## config.mk

```make
export PLATFORM = sky130hd
export DESIGN_NAME = pixel_fifo_reader_flat
export DESIGN_NICKNAME = d
export VERILOG_FILES = /design/src/rtl/pixel_pkg.sv /design/src/rtl/pixel_fifo_reader_if.sv /design/src/rtl/pixel_hold_reg.sv /design/src/rtl/pixel_fifo_reader.sv /design/src/flat_wrapper.sv
export SDC_FILE = /design/constraint.sdc
export NUM_CORES = 1
export LEC_CHECK = 0
export ABC_AREA = 0
export BUFFER_PORTS_ARGS = -buffer_cell sky130_fd_sc_hd__buf_2
export CAP_MARGIN = 40
export CELL_PAD_IN_SITES_DETAIL_PLACEMENT = 0
export CELL_PAD_IN_SITES_GLOBAL_PLACEMENT = 1
export CORE_MARGIN = 5
export CORE_UTILIZATION = 38
export CTS_BUF_LIST = sky130_fd_sc_hd__clkbuf_4
export CTS_CLUSTER_SIZE = 10
export DETAILED_ROUTE_END_ITERATION = 12
export PLACE_DENSITY = 0.82
export SYNTH_ARGS = -nofsm -noshare
export SYNTH_HDL_FRONTEND = slang
export SYNTH_SLANG_ARGS = --single-unit
```

## constraint.sdc

```tcl
create_clock -name clk160 -period 2.8 [get_ports clk160]
set_input_delay 0.42 -clock clk160 [delete_from_list [all_inputs] [get_ports clk160]]
set_output_delay 0.42 -clock clk160 [all_outputs]
set_load 0.02 [all_outputs]
```

## src/rtl/pixel_pkg.sv

```systemverilog
// pixel_pkg: shared definitions for the pixel FIFO reader slice.
//   - 38-bit pixel word layout: [37:27] x, [26:16] y, [15:0] RGB565
//   - FSM state enum (SEARCH / LOCKED)
//   - 8-entry RGB565 colour-bar table used by the optional test pattern
//   - small field accessors
package pixel_pkg;

    localparam int unsigned WORD_W  = 38;
    localparam int unsigned COORD_W = 11;
    localparam int unsigned RGB_W   = 16;

    localparam int unsigned X_MSB   = 37;
    localparam int unsigned X_LSB   = 27;
    localparam int unsigned Y_MSB   = 26;
    localparam int unsigned Y_LSB   = 16;
    localparam int unsigned RGB_MSB = 15;
    localparam int unsigned RGB_LSB = 0;

    typedef logic [WORD_W-1:0]  pixel_word_t;
    typedef logic [COORD_W-1:0] coord_t;
    typedef logic [RGB_W-1:0]   rgb_t;

    typedef enum logic {
        SEARCH = 1'b0,
        LOCKED = 1'b1
    } state_t;

    // white, yellow, cyan, green, magenta, red, blue, black
    localparam rgb_t COLOUR_BARS [8] = '{
        16'hFFFF, 16'hFFE0, 16'h07FF, 16'h07E0,
        16'hF81F, 16'hF800, 16'h001F, 16'h0000
    };

    function automatic coord_t word_x(input pixel_word_t w);
        return w[X_MSB:X_LSB];
    endfunction

    function automatic coord_t word_y(input pixel_word_t w);
        return w[Y_MSB:Y_LSB];
    endfunction

endpackage

```

## src/rtl/pixel_fifo_reader_if.sv

```systemverilog
// pixel_fifo_reader_if: bundle of the ADC-side (read) and DAC-side (write)
// FIFO handshake signals.
//   master : the reader - drives in_fifo_rd_en, out_fifo_data, out_fifo_wr_en
//   slave  : the FIFO side - drives in_fifo_data, in_fifo_empty, out_fifo_full
interface pixel_fifo_reader_if;
    import pixel_pkg::*;

    pixel_word_t in_fifo_data;
    logic        in_fifo_empty;
    logic        in_fifo_rd_en;
    pixel_word_t out_fifo_data;
    logic        out_fifo_wr_en;
    logic        out_fifo_full;

    modport master (
        input  in_fifo_data,
        input  in_fifo_empty,
        input  out_fifo_full,
        output in_fifo_rd_en,
        output out_fifo_data,
        output out_fifo_wr_en
    );

    modport slave (
        output in_fifo_data,
        output in_fifo_empty,
        output out_fifo_full,
        input  in_fifo_rd_en,
        input  out_fifo_data,
        input  out_fifo_wr_en
    );

endinterface

```

## src/rtl/pixel_hold_reg.sv

```systemverilog
// pixel_hold_reg: single-word hold register between the ADC-side FIFO and
// the DAC-side FIFO, including the read/write handshakes.
// Ports:
//   clk160, rst      : clock, synchronous active-high reset
//   fifo             : FIFO handshake bundle (master side)
//   cap_word         : word to capture (FIFO data, possibly recoloured)
//   drop             : the held word is to be discarded rather than written
//   hold_x, hold_y   : coordinates of the held word
//   hold_valid       : hold register occupied
//   take             : held word leaves this cycle (written or dropped)
module pixel_hold_reg
    import pixel_pkg::*;
(
    input  logic                 clk160,
    input  logic                 rst,
    pixel_fifo_reader_if.master  fifo,
    input  pixel_word_t          cap_word,
    input  logic                 drop,
    output coord_t               hold_x,
    output coord_t               hold_y,
    output logic                 hold_valid,
    output logic                 take
);

    logic        pending;
    logic        valid_q;
    pixel_word_t hold_q;

    // A read may be issued in the same cycle the held word leaves; with
    // out_fifo_full low a valid hold always leaves (write or drop), which
    // gives one word every two cycles while never overwriting a held word.
    assign fifo.in_fifo_rd_en  = !rst && !fifo.in_fifo_empty && !pending &&
                                 (!valid_q || !fifo.out_fifo_full);
    assign fifo.out_fifo_wr_en = !rst && valid_q && !drop && !fifo.out_fifo_full;
    assign take                = !rst && valid_q && (drop || !fifo.out_fifo_full);

    assign fifo.out_fifo_data  = hold_q;
    assign hold_x              = word_x(hold_q);
    assign hold_y              = word_y(hold_q);
    assign hold_valid          = valid_q;

    always_ff @(posedge clk160) begin
        if (rst) begin
            pending <= 1'b0;
            valid_q <= 1'b0;
            hold_q  <= '0;
        end else begin
            pending <= fifo.in_fifo_rd_en;
            if (pending) begin
                hold_q  <= cap_word;
                valid_q <= 1'b1;
            end else if (take) begin
                valid_q <= 1'b0;
            end
        end
    end

endmodule

```

## src/rtl/pixel_fifo_reader.sv

```systemverilog
// pixel_fifo_reader: moves pixel words from the ADC-side FIFO to the
// DAC-side FIFO, dropping words until a frame start (0,0) is seen and
// afterwards dropping out-of-range words and words that step back in y.
// Optional feature macro: PIXEL_FIFO_READER_TEST_PATTERN_EN adds a
// test_pattern input that replaces RGB with colour bars selected by x[9:7].
// Ports:
//   clk160, rst   : clock, synchronous active-high reset
//   fifo          : FIFO handshake bundle (master side)
//   test_pattern  : (macro only) recolour forwarded words
//   frame_locked  : FSM is in LOCKED
//   frame_count   : frames started since reset (wraps)
//   drop_count    : words discarded since reset (saturates)
module pixel_fifo_reader
    import pixel_pkg::*;
#(
    parameter int unsigned H_ACTIVE = 800,
    parameter int unsigned V_ACTIVE = 600
) (
    input  logic                 clk160,
    input  logic                 rst,
    pixel_fifo_reader_if.master  fifo,
`ifdef PIXEL_FIFO_READER_TEST_PATTERN_EN
    input  logic                 test_pattern,
`endif
    output logic                 frame_locked,
    output logic [15:0]          frame_count,
    output logic [15:0]          drop_count
);

    state_t      state_q, state_d;
    coord_t      last_y_q;
    pixel_word_t cap_word;
    coord_t      hold_x, hold_y;
    logic        hold_valid, take;
    logic        drop, fwd, frame_inc, origin;

`ifdef PIXEL_FIFO_READER_TEST_PATTERN_EN
    coord_t in_x;

    always_comb begin
        in_x     = word_x(fifo.in_fifo_data);
        cap_word = fifo.in_fifo_data;
        if (test_pattern) begin
            cap_word[RGB_MSB:RGB_LSB] = COLOUR_BARS[in_x[9:7]];
        end
    end
`else
    assign cap_word = fifo.in_fifo_data;
`endif

    pixel_hold_reg u_hold (
        .clk160     (clk160),
        .rst        (rst),
        .fifo       (fifo),
        .cap_word   (cap_word),
        .drop       (drop),
        .hold_x     (hold_x),
        .hold_y     (hold_y),
        .hold_valid (hold_valid),
        .take       (take)
    );

    // Classify the held word; effects are committed only when it leaves.
    always_comb begin
        state_d   = state_q;
        drop      = 1'b0;
        fwd       = 1'b0;
        frame_inc = 1'b0;
        origin    = (hold_x == '0) && (hold_y == '0);
        if (hold_valid) begin
            unique case (state_q)
                SEARCH: begin
                    if (origin) begin
                        fwd       = 1'b1;
                        frame_inc = 1'b1;
                        state_d   = LOCKED;
                    end else begin
                        drop = 1'b1;
                    end
                end
                LOCKED: begin
                    if (32'(hold_x) >= H_ACTIVE || 32'(hold_y) >= V_ACTIVE) begin
                        drop = 1'b1;
                    end else if (!origin && hold_y < last_y_q) begin
                        drop    = 1'b1;
                        state_d = SEARCH;
                    end else begin
                        fwd       = 1'b1;
                        frame_inc = origin;
                    end
                end
                default: state_d = SEARCH;
            endcase
        end
    end

    always_ff @(posedge clk160) begin
        if (rst) begin
            state_q     <= SEARCH;
            last_y_q    <= '0;
            frame_count <= '0;
            drop_count  <= '0;
        end else if (take) begin
            state_q <= state_d;
            if (fwd) begin
                last_y_q <= hold_y;
            end
            if (frame_inc) begin
                frame_count <= frame_count + 16'd1;
            end
            if (drop && drop_count != '1) begin
                drop_count <= drop_count + 16'd1;
            end
        end
    end

    assign frame_locked = (state_q == LOCKED);

endmodule
```

## src/flat_wrapper.sv

```systemverilog
// flat-port wrapper written by rule: the top's interface ports become plain ports
module pixel_fifo_reader_flat import pixel_pkg::*;
#(
    parameter int unsigned H_ACTIVE = 800,
    parameter int unsigned V_ACTIVE = 600
)
  (clk160, rst, frame_locked, frame_count, drop_count, fifo_in_fifo_data, fifo_in_fifo_empty, fifo_out_fifo_full, fifo_in_fifo_rd_en, fifo_out_fifo_data, fifo_out_fifo_wr_en);
  pixel_fifo_reader_if fifo_i ();
  input  logic clk160;
  input  logic rst;
  output logic frame_locked;
  output logic [15:0] frame_count;
  output logic [15:0] drop_count;
  input wire logic [$bits(fifo_i.in_fifo_data)-1:0] fifo_in_fifo_data;
  input wire logic [$bits(fifo_i.in_fifo_empty)-1:0] fifo_in_fifo_empty;
  input wire logic [$bits(fifo_i.out_fifo_full)-1:0] fifo_out_fifo_full;
  output wire logic [$bits(fifo_i.in_fifo_rd_en)-1:0] fifo_in_fifo_rd_en;
  output wire logic [$bits(fifo_i.out_fifo_data)-1:0] fifo_out_fifo_data;
  output wire logic [$bits(fifo_i.out_fifo_wr_en)-1:0] fifo_out_fifo_wr_en;
  assign fifo_i.in_fifo_data = fifo_in_fifo_data;
  assign fifo_i.in_fifo_empty = fifo_in_fifo_empty;
  assign fifo_i.out_fifo_full = fifo_out_fifo_full;
  assign fifo_in_fifo_rd_en = fifo_i.in_fifo_rd_en;
  assign fifo_out_fifo_data = fifo_i.out_fifo_data;
  assign fifo_out_fifo_wr_en = fifo_i.out_fifo_wr_en;
  pixel_fifo_reader #(.H_ACTIVE(H_ACTIVE), .V_ACTIVE(V_ACTIVE)) u_core (.clk160(clk160), .rst(rst), .fifo(fifo_i), .frame_locked(frame_locked), .frame_count(frame_count), .drop_count(drop_count));
endmodule
```

# Word level (Yosys, flattened, before mapping)
# Index checks and enable logic that the tools add are counted.
[word_totals]
reg_bits = 84
elab_cells = 59
[op_classes]
add_sub_neg = 2
magnitude_cmp = 3
n_eq_ne = 1
mux = 18
bitwise_logic = 1
reduce_logical = 27
[op_table]
columns = ["operator", "count"]
rows = [
  ["16-bit by 1-bit adder with 16-bit output (second input constant)", 2],
  ["11-bit by 10-bit greater-or-equal comparator with 1-bit output (second input constant)", 2],
  ["11-bit logical NOT", 2],
  ["16-bit != test (second input constant)", 1],
  ["1-bit 2-to-1 mux", 14],
  ["11-bit less-than comparator", 1],
  ["1-bit logical AND", 10],
  ["1-bit case mux with 2 select lines", 4],
  ["2-bit AND reduction", 4],
  ["1-bit logical NOT", 7],
  ["1-bit logical OR", 3],
  ["2-bit nonzero test", 1],
  ["1-bit inverter", 1],
]

# Longest topological paths before layout
# Gate-level depths: netlist of run 1.
[logic_depth]
ltp_word = 12
depth_mapped = 10
mapped_depth_nobuf = 9

# Hierarchy
# From an unflattened synthesis of run 1, not the netlist that was laid out.
[unflattened]
hier_cells = 439
area_unflattened_um2 = 4147.7
[by_module_without_submodules]
columns = ["mod", "n_inst", "cells_per_inst", "area_each_um2", "seq_area_each_um2"]
rows = [
  ["pixel_fifo_reader", 1, 283, 2454.9, 880.8],
  ["pixel_hold_reg", 1, 156, 1692.9, 800.8],
]

# Least setup slack after synthesis of run 1
# No wires, ideal clock.
[synth_path]
path_type = "register to output"
from = "register u_core.u_hold.hold_q[22] (netlist: u_core.u_hold.fifo.out_fifo_data[22])"
to = "output fifo_out_fifo_wr_en"
arrival_time_ps = 2247
t_required_ps = 2380
setup_slack_ps = 133
stages_incl_launch_ff = 10
path_buffers = 1
path_cell_list = "dfxtp_1 -> ha_1 -> a211oi_1 -> o21ai_0 -> o211ai_1 -> nand3_1 -> a21bo_2 -> nand3_1 -> buf_1 -> inv_1"
[synth_between]
elab_chain_cells = 11
elab_cells_between_ends = 15
classes_between = "order compare: 2; mux: 5; reduce/logical: 8"
[synth_rtl]
columns = ["element", "line_no", "source"]
rows = [
  ["start, declared", "pixel_hold_reg.sv:27", "pixel_word_t hold_q;"],
  ["start signal, assigned", "pixel_hold_reg.sv:50", "hold_q <= cap_word;"],
  ["branches (longest 6 deep; another with 11-bit less-than comparator)", "-", ""],
  ["1-bit case mux with 2 select lines (*)", "pixel_fifo_reader.sv:71", "unique case (state_q)"],
  ["1-bit 2-to-1 mux (*)", "pixel_fifo_reader.sv:70", "if (hold_valid) begin"],
  ["1-bit logical NOT (*)", "pixel_hold_reg.sv:34", "assign fifo.out_fifo_wr_en = !rst && valid_q && !drop && !fifo.out_fifo_full;"],
  ["1-bit logical AND (*) (2 in a row)", "pixel_hold_reg.sv:34", ""],
  ["end, declared", "flat_wrapper.sv:19", "output wire logic [$bits(fifo_i.out_fifo_wr_en)-1:0] fifo_out_fifo_wr_en;"],
]
# Every way passes the cells marked *.

# Final worst setup path of run 1
[layout_path]
from = "register u_core.u_hold.hold_q[25] (netlist: u_core.u_hold.fifo.out_fifo_data[25])"
to = "output fifo_out_fifo_wr_en"
# The elaborated chain is that of the path after synthesis.

==> results of run 1 <==
==> synth_stat cells (3+ instances only) <==
cell,count
buf_1,3
and3_1,8
and4_1,4
nand3_1,20
mux2_2,10
nor2_1,77
or3_1,4
inv_1,13
or4_1,4
o31ai_1,4
clkbuf_1,14
nand2_1,12
dfxtp_1,84
a21oi_1,13
xor2_1,14
mux2i_1,40
ha_1,12
nor4_1,4
nor2b_1,4
xnor2_1,5
nand4_1,10
==> layer usage <==
metal,up-vias,share of wire
li1,1624,-
met1,1509,0.46
met2,60,0.47
met3,13,0.053
met4,2,0.015
met5,-,0.0014
==> cell families after synthesis <==
family,after synthesis,synth area share
simple gates,158,0.206
flops,84,0.453
mux,52,0.144
compound gates,39,0.0774
buf+inv,32,0.0343
xor+xnor,19,0.0448
fa+ha+maj,12,0.0404
==> worst max-delay path by stage <==
stage,start,to,cells past startpoint
after floorplan,u_core.u_hold.fifo.out_fifo_data[22]$_SDFFE_PP0P_,fifo_out_fifo_wr_en,9
after CTS,u_core.u_hold.fifo.out_fifo_data[21]$_SDFFE_PP0P_,fifo_out_fifo_wr_en,7
after global routing,u_core.u_hold.fifo.out_fifo_data[21]$_SDFFE_PP0P_,fifo_out_fifo_wr_en,9
after global placement,u_core.u_hold.fifo.out_fifo_data[32]$_SDFFE_PP0P_,u_core.drop_count[13]$_SDFFE_PP0P_,7
after detailed placement,u_core.u_hold.fifo.out_fifo_data[32]$_SDFFE_PP0P_,u_core.drop_count[13]$_SDFFE_PP0P_,7
final,u_core.u_hold.fifo.out_fifo_data[25]$_SDFFE_PP0P_,fifo_out_fifo_wr_en,8
==> registers in the layout, summed over array words and instances, names as in the netlist <==
name                              count
u_core.u_hold.fifo.out_fifo_data     38
u_core.drop_count                    16
u_core.frame_count                   16
u_core.last_y_q                      11
u_core.frame_locked                   1
u_core.u_hold.hold_valid              1
u_core.u_hold.pending                 1
==> metrics by stage <==
step / power [uW] / hold WS (ps) / TNS, ps / util
after global routing: 2420 / 146 / -19.8 / 0.486
after detailed placement: 1530 / 472 / 0 / 0.459
after floorplan: 1440 / 453 / 0 / -
final: 2310 / 152 / 0 / 0.486
after CTS: 2330 / 113 / 0 / 0.478
after global placement: 1530 / 468 / 0 / 0.459
==> power by group through the flow <==
stage / Clock [uW] / Combinational, uW / Sequential [uW]
2_1_floorplan: 0 / 132 / 1310
3_3_place_gp: 0 / 250 / 1280
3_5_place_dp: 0 / 254 / 1280
4_1_cts: 814 / 259 / 1250
5_1_grt: 862 / 297 / 1260
6_report: 787 / 269 / 1250
==> timing repair <==
item	4_1_cts	5_1_grt
resized for setup	4	14
cloned	0	0
buffers inserted	1	1
endpoints found under the setup margin	1	1
pin swaps	1	4
==> final cells by class <==
cell class	count	area, um2
Fill cell	984	4950
Multi-Input combinational cell	280	1960
Sequential cell	84	1690
Timing Repair Buffer	123	653
Tap cell	133	166
Clock inverter	7	91.3
Clock buffer	9	67.6
Inverter	13	48.8
Antenna cell	1	2.50
==> flow_summary.json, run 1 <==
{
  "slowest_stage": "dfxtp_2",
  "synthesis.nets": 450,
  "antenna_found_initial": 2,
  "firstDrtPassIters": 4,
  "status": "completed",
  "grt_pass1_wl_mm": 15.4,
  "critPathKind": "flip-flop to output port",
  "synth-edff-count": 0,
  "clock_sinks": 84,
  "dp.final_hpwl_mm": 6.68,
  "finalHoldViolations": 0,
  "combPwrFrac": 0.116,
  "dp_slack_ps": 221,
  "final_common_cell": "buf_2",
  "fin_skew_ps": 14.8,
  "die_y_um": 109,
  "reg2regPathDepth": 7,
  "syn_inst": 396,
  "core_area_um2": 9640,
  "critical-path-max-stage-delay_ps": 390,
  "arrival_ps": 2230,
  "gp_congestion": 0.795,
  "leakagePower_uw": 0.00209,
  "synth-main-ff-cell": "dfxtp_1",
  "layout_common_cells": "buf_2, nor2_1, dfxtp_1",
  "rows": 36,
  "vias": 3208,
  "finalNetCount": 565,
  "syn2layout_area_growth_pct": 26.1,
  "period_share": 0.948,
  "ys_seq_area_frac": 0.453,
  "use_met3": 0.0474,
  "netlist.area_leader.share": 0.453,
  "ir_drop_mv": 0.248,
  "cts_root_buf": "clkbuf_4",
  "path_clk_slew_ps": 140,
  "rr_endpoint": "u_core.drop_count[13]$_SDFFE_PP0P_",
  "die_x_um": 109,
  "groute.layer.met1.usage": 0.216,
  "cp.required_ps": 2380,
  "tightestPinTransition_ps": 874,
  "finalSetupViolCount": 0,
  "ant_nets": 0,
  "end_kind": "output port",
  "hold_start": "fifo_in_fifo_empty",
  "initial_core_util": 0.386,
  "timing.max_slew.rel_slack": 0.417,
  "io_buffers": 114,
  "cts_tree": "built",
  "rrSetupSlack_ps": 170,
  "cp_cell_sequence": "ha_1, a21o_1, a21oi_2, nand3_1, a21bo_2, nand3_1, inv_1, buf_4",
  "grt_pass1_vias": 3150,
  "cap_violations": 0,
  "io_pins": 115,
  "cts_buffer_depth": 2,
  "intPower_uw": 1700,
  "worst_hold_path.endpoint": "u_core.u_hold.pending$_SDFF_PP0_",
  "ys.warnings.count": 0,
  "synth_area_leaders": "dfxtp_1, mux2i_1, nor2_1",
  "placed_cell_area_um2": 4430,
  "cts_max_level": 3,
  "drive_above_1_share": 0.333,
  "grt_overflow": 0,
  "dp_cells": 631,
  "insertion_delay_ps": 430,
  "cpMostUsedCell": "nand3_1",
  "slew_viol_final": 0,
  "worst_setup_path_start_kind": "flip-flop",
  "power.clock.fraction": 0.341,
  "ys_types": 47,
  "ys_seq_elements": 84,
  "met2_usage": 0.250,
  "power_density_nw_per_um2": 493,
  "path_buf_inv": 2,
  "top_usage_layer": "met2",
  "numCtsBuffers": 9,
  "max_freq_mhz": 377,
  "ys_async_sr_fraction": 0,
  "drc": 0,
  "pwr-share-seq": 0.543,
  "fin_area_um2": 4690,
  "synth_area_leader_cell": "dfxtp_1",
  "vias_per_cell": 4.94,
  "die_area_um2": 11900,
  "globalRouteTotalUtil": 0.163,
  "swShare": 0.264,
  "layout_setup_ws_ps": 146,
  "post_drt_wl_per_cell_um": 14.2,
  "syn_area_um2": 3720,
  "wl_mm": 9.22,
  "p_sw_uw": 610,
  "rr_startpoint": "u_core.u_hold.fifo.out_fifo_data[32]$_SDFFE_PP0P_",
  "worstHoldPathCells": 2,
  "critical_path.top_delay_family": "compound AO/OA/AOI/OAI gates",
  "avgSynthCellArea_um2": 9.38,
  "post_layout_nonfiller_instances": 650,
  "grt_max_degree": 85,
  "layout_min_cycle_time_ps": 2650,
  "first_iter_violations": 113,
  "worstPathMaxFanout": 6,
  "holdBufCountCts": 0,
  "hold_path.class": "input port to flip-flop"
}
Power figures use the tool's default switching activity.
==> run 2, diff against run 1 <==
==> constraint.sdc (replaced) <==
create_clock -name clk160 -period 3 [get_ports clk160]
set_input_delay 0.45 -clock clk160 [delete_from_list [all_inputs] [get_ports clk160]]
set_output_delay 0.45 -clock clk160 [all_outputs]
set_load 0.02 [all_outputs]
==> flow_summary.json, run 2 (synthesis gave the netlist of run 1 again) <==
{
  "core_area_um2": 9640,
  "arrival_ps": 2330,
  "finalSetupViolCount": 0,
  "first_iter_violations": 113,
  "fin_setup_tns_ps": 0,
  "gp_congestion": 0.808,
  "grt_overflow": 0,
  "cp.required_ps": 2550,
  "vias_per_cell": 4.95,
  "end_kind": "output port",
  "rr_endpoint": "u_core.drop_count[13]$_SDFFE_PP0P_",
  "rrSetupSlack_ps": 380,
  "cts_root_buf": "clkbuf_4",
  "power_density_nw_per_um2": 461,
  "max_freq_mhz": 360,
  "cts_max_level": 3,
  "power.clock.fraction": 0.335,
  "slew_viol_final": 0,
  "worst_hold_path.endpoint": "u_core.u_hold.pending$_SDFF_PP0_",
  "grt_pass1_vias": 3086,
  "combPwrFrac": 0.114,
  "drive_above_1_share": 0.316,
  "intPower_uw": 1590,
  "dp.final_hpwl_mm": 6.76,
  "cts_tree": "built",
  "period_share": 0.925,
  "rsz0062_at_grt": "no",
  "timing.max_slew.rel_slack": 0.423,
  "hold_path.class": "input port to flip-flop",
  "largest_reg_flops": 38,
  "leakagePower_uw": 0.00206,
  "die_x_um": 109,
  "post_drt_wl_per_cell_um": 14.4,
  "pwr-share-seq": 0.551,
  "layout_min_cycle_time_ps": 2780,
  "ir_drop_mv": 0.210,
  "p_sw_uw": 533,
  "syn2layout_area_growth_pct": 24.1,
  "ant_nets": 0,
  "globalRouteTotalUtil": 0.164,
  "reg2regPathDepth": 7,
  "layout_common_cells": "buf_2, dfxtp_1, nor2_1",
  "cts_buffer_depth": 2,
  "path_clk_slew_ps": 120,
  "vias": 3197,
  "antenna_found_initial": 1,
  "fin_skew_ps": 9.17,
  "final_common_cell": "buf_2",
  "die_y_um": 109,
  "swShare": 0.251,
  "grt_max_degree": 85,
  "die_area_um2": 11900,
  "worstPathMaxFanout": 7,
  "cap_violations": 0,
  "initial_core_util": 0.386,
  "numCtsBuffers": 9,
  "rows": 36,
  "hold_start": "fifo_in_fifo_empty",
  "io_buffers": 114,
  "worst_setup_path_start_kind": "flip-flop",
  "hold_ws_ps": 215,
  "insertion_delay_ps": 420,
  "finalNetCount": 563,
  "rr_startpoint": "u_core.drop_count[6]$_SDFFE_PP0P_",
  "holdBufCountCts": 0,
  "drc": 0,
  "grt_pass1_wl_mm": 15.2,
  "io_pins": 115,
  "finalHoldViolations": 0,
  "status": "completed",
  "wl_mm": 9.29,
  "fillers": 994,
  "tightestPinTransition_ps": 866,
  "firstDrtPassIters": 4,
  "critPathKind": "flip-flop to output port",
  "clock_sinks": 84,
  "worstHoldPathCells": 2
}
run 2: cell types whose count changed in the layout (fill, tap and decap cells not counted), moves of 2 or more:
cell      delta
nor4_2       +2
dfxtp_2      -2
dfxtp_1      +3
clkbuf_4     +2
clkinv_2     -3
buf_4        -2
run 2: worst max path at each step:
stage | startpoint | end | slack [ps] | cells after the start
after floorplan | u_core.u_hold.fifo.out_fifo_data[22]$_SDFFE_PP0P_ | fifo_out_fifo_wr_en | 300 | 9
after global placement | u_core.u_hold.fifo.out_fifo_data[32]$_SDFFE_PP0P_ | u_core.drop_count[13]$_SDFFE_PP0P_ | 470 | 7
after detailed placement | u_core.u_hold.fifo.out_fifo_data[32]$_SDFFE_PP0P_ | u_core.drop_count[13]$_SDFFE_PP0P_ | 400 | 7
after CTS | u_core.u_hold.fifo.out_fifo_data[20]$_SDFFE_PP0P_ | fifo_out_fifo_wr_en | 70 | 7
after global routing | u_core.u_hold.fifo.out_fifo_data[18]$_SDFFE_PP0P_ | fifo_out_fifo_wr_en | 20 | 9
final | u_core.u_hold.fifo.out_fifo_data[25]$_SDFFE_PP0P_ | fifo_out_fifo_wr_en | 220 | 8
run 2: layout make-up:
type                       count  area (um2)  area share
tap                          133         166      0.0361
antenna                        1        2.50    0.000542
timing repair buffer         121         623       0.135
clock buffer                  11        82.6      0.0179
clock inverter                 3        63.8      0.0138
multi-input combinational    280        1940       0.420
inverter                      13        48.8      0.0106
sequential                    84        1690       0.366
run 2: critical path, cell delays in order (launching register included):
cell and delay [ps]:
dfxtp_2 380, ha_1 310, a21o_1 180, a21oi_1 280, nand3_1 150, a21bo_2 240
nand3_2 160, inv_1 50, buf_2 150
run 2: power by group through the flow:
stage               combinational (uW)  clock (uW)  sequential (uW)
floorplan                          123           0             1220
global placement                   233           0             1190
detailed placement                 236           0             1190
CTS                                237         740             1170
global route                       267         791             1180
finish                             243         711             1170
run 2: repair_timing:
item,CTS,global route
pin swaps,0,1
setup endpoints to repair,1,1
gates resized for setup,1,8
hold endpoints to repair,0,0
buffers inserted,0,1
run 2: metrics by stage:
step | cells | total power [uW] | area (um2) | utilization | setup slack [ps]
2_1_floorplan | 396 | 1340 | 3720 | - | 303
3_3_place_gp | 630 | 1430 | 4420 | 0.459 | 474
4_1_cts | 644 | 2150 | 4570 | 0.474 | 65.7
3_5_place_dp | 630 | 1430 | 4420 | 0.459 | 403
6_report | 646 | 2120 | 4610 | 0.479 | 224
5_1_grt | 646 | 2230 | 4610 | 0.479 | 16.8
run 2: metal layers:
metal	GRT usage	up-vias	part of all wire	routed length [um]
met2	0.253	68	0.47	4350
met3	0.0367	11	0.049	454
met4	0.0757	0	0.017	160
li1	-	1617	-	-
met5	0	-	0	0
met1	0.218	1501	0.47	4320
==> run 3, diff against run 2 <==
==> constraint.sdc (replaced) <==
create_clock -name clk160 -period 3 [get_ports clk160]
set_input_delay 0.6 -clock clk160 [delete_from_list [all_inputs] [get_ports clk160]]
set_output_delay 0.6 -clock clk160 [all_outputs]
set_load 0.02 [all_outputs]
==> flow_summary.json, run 3 (synthesis gave the netlist of run 1 again) <==
{
  "rows": 36,
  "regArea_um2": 1690,
  "finalNetCount": 565,
  "use_met3": 0.0426,
  "placed_cell_area_um2": 4410,
  "final_common_cell": "buf_2",
  "period_share": 0.954,
  "combPwrFrac": 0.117,
  "cts_max_level": 3,
  "p_sw_uw": 589,
  "worst_setup_path_start_kind": "flip-flop",
  "path_buf_inv": 2,
  "grt_max_degree": 79,
  "tightestPinTransition_ps": 824,
  "hold_path.class": "input port to flip-flop",
  "groute.layer.met1.usage": 0.204,
  "cp.required_ps": 2400,
  "post_drt_wl_per_cell_um": 14.3,
  "met2_usage": 0.264,
  "grt_pass1_wl_mm": 15.1,
  "largest_reg_flops": 38,
  "grt_overflow": 0,
  "status": "completed",
  "vias": 3203,
  "critical-path-max-stage-delay_ps": 480,
  "antenna_found_initial": 1,
  "path_clk_slew_ps": 140,
  "slew_viol_final": 0,
  "first_iter_violations": 117,
  "multi_input_area_um2": 1940,
  "intPower_uw": 1610,
  "cts_tree": "built",
  "finalSetupViolCount": 0,
  "drive_above_1_share": 0.328,
  "critPathKind": "flip-flop to output port",
  "initial_core_util": 0.386,
  "cap_violations": 0,
  "worstPathMaxFanout": 5,
  "layout_common_cells": "buf_2, dfxtp_1, nor2_1",
  "pwr-share-seq": 0.533,
  "wl_mm": 9.29,
  "fillers": 968,
  "layout_min_cycle_time_ps": 2860,
  "firstDrtPassIters": 6,
  "timing.max_slew.rel_slack": 0.451,
  "end_kind": "output port",
  "dp.final_hpwl_mm": 6.61,
  "syn2layout_area_growth_pct": 25.5,
  "cts_buffer_depth": 2,
  "max_freq_mhz": 349,
  "slowest_stage": "dfxtp_1",
  "io_buffers": 114,
  "globalRouteTotalUtil": 0.160,
  "grt_pass1_vias": 3124,
  "final_util": 0.484,
  "power_uw": 2200,
  "critical_path.top_delay_family": "flip-flops",
  "core_area_um2": 9640,
  "vias_per_cell": 4.92,
  "finalHoldViolations": 0,
  "die_y_um": 109,
  "clock_sinks": 84,
  "cts_root_buf": "clkbuf_4",
  "die_x_um": 109,
  "fin_skew_ps": 16.7,
  "ant_nets": 0,
  "dp_cells": 629,
  "io_pins": 115,
  "cpMostUsedCell": "nand3_1",
  "post_layout_nonfiller_instances": 651,
  "ir_drop_mv": 0.319,
  "fin_area_um2": 4660,
  "swShare": 0.268,
  "power_density_nw_per_um2": 471,
  "power.clock.fraction": 0.350,
  "die_area_um2": 11900,
  "gp_congestion": 0.775,
  "numCtsBuffers": 9,
  "insertion_delay_ps": 420,
  "arrival_ps": 2260,
  "drc": 0,
  "top_usage_layer": "met2",
  "cp_cell_sequence": "ha_1, and3_1, o211ai_1, nand3_1, a21bo_2, nand3_1, inv_1, buf_2",
  "leakagePower_uw": 0.00209
}
[run 3: worst paths after layout]
check	start	end	slack [ps]	depth (start not counted)
setup / recovery	u_core.u_hold.fifo.out_fifo_data[26]$_SDFFE_PP0P_	fifo_out_fifo_wr_en	140	8
hold / removal	fifo_in_fifo_empty	u_core.u_hold.pending$_SDFF_PP0_	350	2
hold reg to reg	u_core.last_y_q[10]$_SDFFE_PP0P_	u_core.last_y_q[10]$_SDFFE_PP0P_	500	1
setup reg to reg	u_core.u_hold.fifo.out_fifo_data[32]$_SDFFE_PP0P_	u_core.drop_count[13]$_SDFFE_PP0P_	230	7
[run 3: cell type report]
type | count | area share
timing repair buffer | 123 | 0.137
sequential | 84 | 0.362
antenna | 2 | 0.00107
multi-input combinational | 280 | 0.417
tap | 133 | 0.0357
inverter | 13 | 0.0105
clock inverter | 7 | 0.0223
clock buffer | 9 | 0.0145
[run 3: metrics by stage]
stage                     hold WS (ps)  worst slack (ps)  setup TNS, ps
after floorplan                    453               153              0
after global placement             469               344              0
after detailed placement           478               297              0
after CTS                          323              17.4              0
after global routing               332             -12.2          -12.2
final                              355               137              0
[run 3: layer usage]
metal,wire (um),part of all wire,vias to the layer above
li1,-,-,1626
met1,4230,0.46,1503
met2,4400,0.47,69
met3,567,0.061,5
met4,84,0.0090,0
met5,0,0,-
[run 3: what timing repair did]
item	4_1_cts	5_1_grt
gates resized for setup	3	10
setup endpoints to repair	1	1
pin swaps	1	4
setup buffers	1	3
hold buffers	0	0
[run 3: power by group through the flow]
stage / Combinational (uW) / Clock, uW / Sequential [uW]
floorplan: 123 / 0 / 1220
CTS: 240 / 801 / 1170
global route: 281 / 856 / 1180
global placement: 232 / 0 / 1190
finish: 256 / 770 / 1170
detailed placement: 235 / 0 / 1190
